`src/rtl/uart_tx_fifo_8n1.sv`:
```
// Buffered 8N1 UART transmitter: byte FIFO feeding a serializer with a built-in baud divider.
// Frames are sent back-to-back while the FIFO holds data; tx idles high.
module uart_tx_fifo_8n1 #(
  parameter int CLK_HZ     = 12000000,
  parameter int BAUD       = 9600,
  parameter int DEPTH_LOG2 = 4
) (
  input  logic                  hwclk,
  input  logic                  reset_n,
  input  logic [7:0]            wr_data,
  input  logic                  wr_en,
  output logic                  full,
  output logic                  empty,
  output logic [DEPTH_LOG2:0]   count,
  output logic                  overflow,
  output logic                  busy,
  output logic                  tx
);

  localparam int DIV    = CLK_HZ / BAUD;
  localparam int CNT_W  = $clog2(DIV);
  localparam int DEPTH  = 1 << DEPTH_LOG2;
  localparam int CW     = DEPTH_LOG2 + 1;

  localparam logic [CNT_W-1:0] BAUD_LAST = CNT_W'(DIV - 1);
  localparam logic [CW-1:0]    DEPTH_CNT = CW'(DEPTH);

  localparam logic [1:0] ST_IDLE  = 2'd0;
  localparam logic [1:0] ST_START = 2'd1;
  localparam logic [1:0] ST_DATA  = 2'd2;
  localparam logic [1:0] ST_STOP  = 2'd3;

  logic [7:0]            mem [DEPTH];
  logic [DEPTH_LOG2-1:0] wr_ptr;
  logic [DEPTH_LOG2-1:0] rd_ptr;
  logic [CW-1:0]         count_next;

  logic [1:0]            state;
  logic [CNT_W-1:0]      baud_cnt;
  logic [2:0]            bit_idx;
  logic [7:0]            shift;

  logic push;
  logic pop;
  logic baud_end;

  assign push     = wr_en & ~full;
  assign baud_end = (baud_cnt == BAUD_LAST);
  // The FIFO is popped either from IDLE or at the last cycle of STOP, so frames chain without a gap.
  assign pop      = ~empty & ((state == ST_IDLE) | ((state == ST_STOP) & baud_end));
  assign busy     = (state != ST_IDLE);

  always_comb begin
    count_next = count;
    if (push && !pop) begin
      count_next = count + 1'b1;
    end else if (!push && pop) begin
      count_next = count - 1'b1;
    end
  end

  always_ff @(posedge hwclk) begin
    if (push) begin
      mem[wr_ptr] <= wr_data;
    end
  end

  always_ff @(posedge hwclk or negedge reset_n) begin
    if (!reset_n) begin
      wr_ptr   <= '0;
      rd_ptr   <= '0;
      count    <= '0;
      full     <= 1'b0;
      empty    <= 1'b1;
      overflow <= 1'b0;
    end else begin
      overflow <= wr_en & full;
      if (push) begin
        wr_ptr <= wr_ptr + 1'b1;
      end
      if (pop) begin
        rd_ptr <= rd_ptr + 1'b1;
      end
      count <= count_next;
      full  <= (count_next == DEPTH_CNT);
      empty <= (count_next == '0);
    end
  end

  // tx is always the registered output of the state machine; the shift register's
  // LSB is the data bit currently on the line during DATA.
  always_ff @(posedge hwclk or negedge reset_n) begin
    if (!reset_n) begin
      state    <= ST_IDLE;
      baud_cnt <= '0;
      bit_idx  <= '0;
      shift    <= '0;
      tx       <= 1'b1;
    end else begin
      case (state)
        ST_IDLE: begin
          tx <= 1'b1;
          if (pop) begin
            shift    <= mem[rd_ptr];
            baud_cnt <= '0;
            tx       <= 1'b0;
            state    <= ST_START;
          end
        end
        ST_START: begin
          if (baud_end) begin
            baud_cnt <= '0;
            bit_idx  <= '0;
            tx       <= shift[0];
            state    <= ST_DATA;
          end else begin
            baud_cnt <= baud_cnt + 1'b1;
          end
        end
        ST_DATA: begin
          if (baud_end) begin
            baud_cnt <= '0;
            if (bit_idx == 3'd7) begin
              tx    <= 1'b1;
              state <= ST_STOP;
            end else begin
              bit_idx <= bit_idx + 3'd1;
              shift   <= {1'b0, shift[7:1]};
              tx      <= shift[1];
            end
          end else begin
            baud_cnt <= baud_cnt + 1'b1;
          end
        end
        ST_STOP: begin
          if (baud_end) begin
            baud_cnt <= '0;
            if (pop) begin
              shift <= mem[rd_ptr];
              tx    <= 1'b0;
              state <= ST_START;
            end else begin
              state <= ST_IDLE;
            end
          end else begin
            baud_cnt <= baud_cnt + 1'b1;
          end
        end
        default: begin
          tx    <= 1'b1;
          state <= ST_IDLE;
        end
      endcase
    end
  end

endmodule

```
`config.mk`:
```
export PLATFORM = sky130hd
export DESIGN_NAME = uart_tx_fifo_8n1
export DESIGN_NICKNAME = d
export VERILOG_FILES = /design/src/rtl/uart_tx_fifo_8n1.sv
export SDC_FILE = /design/constraint.sdc
export NUM_CORES = 1
export LEC_CHECK = 0
export ABC_AREA = 1
export ABC_CLOCK_PERIOD_IN_PS = 2400
export CAP_MARGIN = 20
export CORE_MARGIN = 4
export CORE_UTILIZATION = 50
export DETAILED_ROUTE_END_ITERATION = 10
export GPL_ROUTABILITY_DRIVEN = 0
export PLACE_DENSITY = 0.65
export SETUP_SLACK_MARGIN = 0.3
export SLEW_MARGIN = 20
export SYNTH_ARGS = -nofsm -noshare
export SYNTH_HDL_FRONTEND = slang
export SYNTH_SLANG_ARGS = --single-unit
```
`constraint.sdc`:
```
create_clock -name hwclk -period 2.4 [get_ports hwclk]
set_clock_uncertainty 0.05 [all_clocks]
set_input_delay 0.48 -clock hwclk [delete_from_list [all_inputs] [get_ports hwclk]]
set_output_delay 0.48 -clock hwclk [all_outputs]
set_load 0.005 [all_outputs]
```
== After elaboration in Yosys (flattened, before gate mapping) ==
Memories as Yosys holds them, arrays and structs flattened.
Index checks and enable logic that the tools add are counted.
W data, S select, Z words.

* Word-level logic and storage cells: 82
* Memories: 1
* Register bits: 41
* Output and inout port bits: 10
* Bits in writable memories: 128
* Bits of input ports: 11

{| class="wikitable"
|+ Memories
! name !! words !! width !! rd ports !! clocked after memory_dff !! write ports !! line !! text
|-
| mem || 16 || 8 || 1 || 0 || 1 || 33 || <nowiki>logic [7:0] mem [DEPTH];</nowiki>
|}

* Bitwise gates (word level): 7
* Muxes and demuxes: 30
* Add/sub/neg operators: 6
* Reduce and logical (&&, ||, !) cells: 14
* Equality and inequality tests: 13

{| class="wikitable"
|+ Operators by type and width
! cell !! number
|-
| $mux W8 || 4
|-
| $pmux W8 S3 || 1
|-
| $mux W11 || 2
|-
| $pmux W11 S2 || 1
|-
| $ne A2 B2 Y1 const B || 7
|-
| $reduce_and A4 Y1 || 3
|-
| $add A11 B1 Y11 const B || 1
|-
| $eq A11 B11 Y1 const B || 1
|-
| $mux W2 || 5
|-
| $mux W5 || 2
|-
| $mux W1 || 9
|-
| $mux W3 || 3
|-
| $add A4 B1 Y4 const B || 2
|-
| $pmux W2 S4 || 1
|-
| $pmux W3 S2 || 1
|-
| $add A5 B1 Y5 const B || 1
|-
| $eq A5 B5 Y1 const B || 1
|-
| $logic_not A5 Y1 || 1
|-
| $reduce_and A5 Y1 || 1
|-
| $sub A5 B1 Y5 const B || 1
|-
| $and A1 B1 Y1 || 4
|-
| $eq A2 B2 Y1 const B || 2
|-
| $pmux W1 S4 || 1
|-
| $reduce_bool A2 Y1 || 2
|-
| other kinds (10) || 13
|}

== Logic depth before layout (Yosys ltp) ==
* Word-level depth: 8
* Mapped depth: 14
* Mapped depth without buffers: 14

== Worst setup path after synthesis ==
OpenSTA, ideal clock, no wires.

* Path kind: input to register
* Start: input port wr_en
* End: memory mem[11][0], enable pin
* Data arrival time: 1,608 ps
* Setup time: 370 ps
* Data required time: 1,980 ps
* Setup slack: 372 ps
* Path buffers: 1
* Stages: 5
* Cells stage by stage: inv_1 -> nor2_2 -> clkbuf_1 -> nand2_1 -> nor2_1

* Longest elaborated chain between the ends: 3

{| class="wikitable"
|+ RTL lines
! element !! line !! text
|-
| from (decl) || 11 || <nowiki>input logic wr_en,</nowiki>
|-
| $and A1 B1 Y1 || 47 || <nowiki>assign push = wr_en & ~full;</nowiki>
|-
| $mux W1 || 63 || <nowiki>if (push) begin</nowiki>
|-
| $mux W1 (not written as such) || 64 || <nowiki>mem[wr_ptr] <= wr_data;</nowiki>
|-
| to (decl) || 33 ||
|}

No other way between the ends.

== Worst setup path after layout ==
* Start: register empty
* End: output port empty

{| class="wikitable"
|+ RTL lines
! element !! line !! text
|-
| from (decl) || 13 || <nowiki>output logic empty,</nowiki>
|-
| from (signal assigned) || 86 || <nowiki>empty <= (count_next == '0);</nowiki>
|}

No word-level cell between the ends.

==> metrics.txt <==
# TYPE chip_impl_metric gauge
chip_impl_info{name="dominantRegCellSynth",value="sky130_fd_sc_hd__edfxtp_1"} 1
chip_impl_info{name="critical-path-top-delay-family",value="flip-flops"} 1
chip_impl_metric{name="core",unit="µm²"} 14530
chip_impl_info{name="status",value="completed"} 1
chip_impl_metric{name="via_per_inst",unit=""} 5.587
chip_impl_metric{name="worstPathRequired",unit="ns"} 1.87
chip_impl_info{name="rsz_0062_raised_after_global_routing",value="true"} 1
chip_impl_metric{name="drt-initial-drc-count",unit=""} 464
chip_impl_metric{name="tritoncts_num_sinks",unit=""} 169
chip_impl_metric{name="synthesized_area",unit="µm²"} 7420
chip_impl_metric{name="proportion_of_layout_cells_with_a_drive_suffix_above_1",unit=""} 0.1406
chip_impl_info{name="crit-reg2reg-capture",value="shift[3]$_DFFE_PN0P_"} 1
chip_impl_metric{name="cts.path.max_buffers",unit=""} 2
chip_impl_metric{name="setup_total_negative_slack",unit="ns"} 0
chip_impl_metric{name="p_leak",unit="µW"} 0.003134
chip_impl_metric{name="drv.max_cap_violation_count",unit=""} 0
chip_impl_info{name="cp-end-kind",value="output pin"} 1
chip_impl_info{name="synth_top_cell_by_area",value="sky130_fd_sc_hd__edfxtp_1"} 1
chip_impl_metric{name="final-hold-violation-count",unit=""} 0
chip_impl_metric{name="final_max_slew_viol_count",unit=""} 0
chip_impl_metric{name="power-per-cell-area",unit="nW/µm²"} 826.2
chip_impl_metric{name="synth_seq_cells",unit=""} 169
chip_impl_metric{name="antenna-diode-count",unit=""} 0
chip_impl_metric{name="clock_latency_on_the_worst_skew_pair",unit="ns"} 0.43
chip_impl_metric{name="gr-usage-all-layers",unit=""} 0.2039
chip_impl_metric{name="postRouteAntennaNets",unit=""} 0
chip_impl_metric{name="clk_transition_reported_paths",unit="ns"} 0.06
chip_impl_metric{name="ir_drop",unit="mV"} 0.5446
chip_impl_metric{name="die_width",unit="µm"} 129.8
chip_impl_metric{name="floorplan.die_area",unit="µm²"} 16850
chip_impl_metric{name="synthesis.yosys.warnings",unit=""} 0
chip_impl_metric{name="grt-ovfl-total",unit=""} 0
chip_impl_info{name="setup.worst_path.end",value="empty"} 1
chip_impl_metric{name="vias",unit=""} 4961
chip_impl_metric{name="ctsHtreeMaxLevel",unit=""} 4
chip_impl_metric{name="grt_start_max_net_pins",unit=""} 47
chip_impl_metric{name="timing_worst_slew_pin_value",unit="ns"} 0.7299
chip_impl_metric{name="ios",unit=""} 21
chip_impl_metric{name="dpl.hpwl",unit="µm"} 10580
chip_impl_metric{name="non_filler_instance_count_after_layout",unit=""} 888
chip_impl_metric{name="critical_path.max_stage_delay",unit="ns"} 0.57
chip_impl_metric{name="post-route-period-util",unit=""} 0.8520
chip_impl_metric{name="io_buffer_count",unit=""} 20
chip_impl_metric{name="yosys.cell_types.count",unit=""} 36
chip_impl_metric{name="number_of_enable_type_register_cells_in_the_synthesized_netlist",unit=""} 128
chip_impl_metric{name="wl_per_cell",unit="µm"} 18.30
chip_impl_metric{name="critical_path.n_buffers_inverters",unit=""} 1
chip_impl_metric{name="synth-async-reset-ratio",unit=""} 0.2426
chip_impl_metric{name="growth_of_design_area_from_synthesis_to_finish",unit="%"} 15.73
chip_impl_info{name="reg2reg_from",value="baud_cnt[1]$_DFFE_PN0N_"} 1
chip_impl_metric{name="layout.filler_cells",unit=""} 1135
chip_impl_metric{name="grt_pass1_vias",unit=""} 4789
chip_impl_metric{name="final_core_utilization",unit=""} 0.5908
chip_impl_metric{name="report.power.total",unit="µW"} 7095
chip_impl_metric{name="syn_avg_cell_area",unit="µm²"} 11.47
chip_impl_metric{name="setup_violations",unit=""} 0
chip_impl_metric{name="initial_core_util",unit=""} 0.5105
chip_impl_info{name="crit_path_cell_trace",value="clkdlybuf4s50_1"} 1
chip_impl_info{name="clockRootBuffer",value="sky130_fd_sc_hd__clkbuf_16"} 1
chip_impl_metric{name="yosysSeqAreaShare",unit=""} 0.6567
chip_impl_info{name="ys_top_cells_by_area",value="sky130_fd_sc_hd__edfxtp_1, sky130_fd_sc_hd__dfrtp_1, sky130_fd_sc_hd__nor2_1"} 1
chip_impl_metric{name="maximum_fanout_encountered_on_the_critical_timing_path",unit=""} 3
chip_impl_info{name="crit_path_category",value="register to output pin"} 1
chip_impl_metric{name="grt_first_pass_wirelength",unit="µm"} 25700
chip_impl_metric{name="synth_cells",unit=""} 647
chip_impl_metric{name="die_h",unit="µm"} 129.8
chip_impl_metric{name="netlist.area_leader.share",unit=""} 0.5180
chip_impl_metric{name="maxClockFrequency",unit="GHz"} 0.4891
chip_impl_info{name="cts_tree",value="done"} 1
chip_impl_metric{name="detail_route.first_pass.iterations",unit=""} 5
chip_impl_metric{name="post-route-min-period",unit="ns"} 2.045
chip_impl_metric{name="slew_headroom",unit=""} 0.5119
chip_impl_metric{name="critical_path_depth",unit=""} 1
chip_impl_metric{name="syn-num-nets",unit=""} 674
chip_impl_metric{name="row_count",unit=""} 44
chip_impl_info{name="launch_point_of_the_critical_path",value="empty$_DFF_PN1_"} 1
chip_impl_metric{name="cell_total_after_placement",unit=""} 853
chip_impl_metric{name="postRouteWirelength",unit="µm"} 16250
chip_impl_metric{name="drc_errors",unit=""} 0
chip_impl_metric{name="antenna_found_initial",unit=""} 0
chip_impl_info{name="crit_path_top_delay_cell",value="sky130_fd_sc_hd__dfstp_2"} 1
chip_impl_info{name="timing.critical_path.from_type",value="register"} 1
chip_impl_metric{name="regToRegSetupSlack",unit="ns"} 0.41
chip_impl_metric{name="worst_r2r_path_depth",unit=""} 12
chip_impl_metric{name="cts_inserted_buffers",unit=""} 17
chip_impl_metric{name="worst-endpoint-arrival",unit="ns"} 1.51
chip_impl_info{name="hold_path_class",value="input pin to async pin"} 1
chip_impl_metric{name="finalNetCount",unit=""} 719
sequential cells by signal (all words and copies together), names as in the netlist:
name and count:
baud_cnt 11, bit_idx 3, count 5, empty 1, full 1, mem 128
overflow 1, rd_ptr 4, shift 8, state 2, tx 1, wr_ptr 4
worst min path at each step:
stage	endpoint	slack, ns	cells after the start
6_report	baud_cnt[6]$_DFFE_PN0N_	0.02	1
5_1_grt	baud_cnt[6]$_DFFE_PN0N_	0.06	1
4_1_cts	baud_cnt[6]$_DFFE_PN0N_	0.02	1
3_5_place_dp	bit_idx[1]$_DFFE_PN0P_	0.43	2
3_3_place_gp	shift[4]$_DFFE_PN0P_	0.42	2
2_1_floorplan	baud_cnt[0]$_DFFE_PN0N_	0.13	0
power by group:
group          switching (µW)  internal, µW
clock                    1120          1420
sequential                147          3460
combinational             579           366
total                    1850          5250
metrics by stage:
stage               worst slack, ns  cell area (µm²)  hold slack (ns)
finish                       0.3552             8587          0.01685
global route                 0.2673             8587          0.06016
floorplan                    0.3717             7420           0.1344
CTS                          0.2954             8558          0.01885
detailed placement           0.1955             7978           0.4317
global placement             0.2020             7978           0.4230
Yosys cell counts, types with 2 or more instances:
master	instances
sky130_fd_sc_hd__nand2_8	3
sky130_fd_sc_hd__nand3_4	2
sky130_fd_sc_hd__nand4_1	6
sky130_fd_sc_hd__inv_1	38
sky130_fd_sc_hd__nor4_2	2
sky130_fd_sc_hd__clkbuf_1	18
sky130_fd_sc_hd__buf_2	11
sky130_fd_sc_hd__o21ai_0	79
sky130_fd_sc_hd__dfstp_2	2
sky130_fd_sc_hd__edfxtp_1	128
sky130_fd_sc_hd__o22ai_1	15
sky130_fd_sc_hd__nand2_1	61
sky130_fd_sc_hd__nand2_2	6
sky130_fd_sc_hd__o221ai_1	12
sky130_fd_sc_hd__o21ai_1	7
sky130_fd_sc_hd__inv_2	5
sky130_fd_sc_hd__nor2_2	2
sky130_fd_sc_hd__xor2_1	14
sky130_fd_sc_hd__dfrtp_1	39
sky130_fd_sc_hd__nand3_1	28
sky130_fd_sc_hd__nor3_1	4
sky130_fd_sc_hd__a21oi_1	10
sky130_fd_sc_hd__o211ai_1	20
sky130_fd_sc_hd__ha_1	16
sky130_fd_sc_hd__nor2_1	108
metal layers:
metal | vias up | global-route usage | share of wire | wire length (µm)
met4 | 0 | 0.06601 | 0.012 | 199
met1 | 2431 | 0.2819 | 0.45 | 7339
li1 | 2388 | - | - | -
met2 | 126 | 0.3261 | 0.49 | 7942
met5 | - | 0 | 0 | 0
met3 | 16 | 0.04257 | 0.047 | 769
area by class of cell:
cell class	count	area, µm²	share of cell area
multi-input cells	405	2275	0.2649
clock buffers	17	425.4	0.04954
inverters	43	166.4	0.01938
repair buffers	56	489.2	0.05697
flip-flops and latches	169	4875	0.5677
clock inverters	14	126.4	0.01472
well taps	184	230.2	0.02681
layout by cell type (no fill, tap or decap), types with 2 or more instances in the layout:
cell	Yosys	final
sky130_fd_sc_hd__nand3_4	2	3
sky130_fd_sc_hd__inv_1	38	35
sky130_fd_sc_hd__inv_2	5	5
sky130_fd_sc_hd__ha_1	16	15
sky130_fd_sc_hd__buf_4	0	34
sky130_fd_sc_hd__o21ai_0	79	79
sky130_fd_sc_hd__clkinv_4	0	5
sky130_fd_sc_hd__xor2_1	14	14
sky130_fd_sc_hd__a21oi_1	10	10
sky130_fd_sc_hd__o21ai_1	7	7
sky130_fd_sc_hd__o211ai_1	20	20
sky130_fd_sc_hd__clkinvlp_4	0	3
sky130_fd_sc_hd__nand4_1	6	6
sky130_fd_sc_hd__edfxtp_1	128	128
sky130_fd_sc_hd__nand3_1	28	28
sky130_fd_sc_hd__nor2_1	108	107
sky130_fd_sc_hd__nor3_1	4	4
sky130_fd_sc_hd__clkdlybuf4s50_1	0	18
sky130_fd_sc_hd__nand2_1	61	61
sky130_fd_sc_hd__o22ai_1	15	15
sky130_fd_sc_hd__o221ai_1	12	12
sky130_fd_sc_hd__inv_4	0	2
sky130_fd_sc_hd__nor2_2	2	3
sky130_fd_sc_hd__nor4_2	2	2
sky130_fd_sc_hd__inv_6	0	2
sky130_fd_sc_hd__dfrtp_2	0	2
sky130_fd_sc_hd__clkbuf_16	0	17
sky130_fd_sc_hd__nand2_8	3	3
sky130_fd_sc_hd__dfrtp_1	39	37
sky130_fd_sc_hd__clkinv_1	0	3
sky130_fd_sc_hd__dfstp_2	2	2
sky130_fd_sc_hd__nand2_2	6	6
sky130_fd_sc_hd__buf_12	0	2
cells by family after synthesis:
family,share of synthesized area
simple gates,0.1393
flops,0.6567
compound gates,0.1196
buf+inv,0.03980
fa+ha+maj,0.02698
xor+xnor,0.01771
repair_timing:
| action | 4_1_cts | 5_1_grt |
|---|---|---|
| gates resized for setup | 5 | 5 |
| endpoints found under the setup margin | 8 | 10 |
| pin swaps | 0 | 1 |
| buffers inserted | 1 | 3 |
| hold buffers | 0 | 0 |
| endpoints found under the hold margin | 0 | 0 |
(Power assumes the default switching activity.)
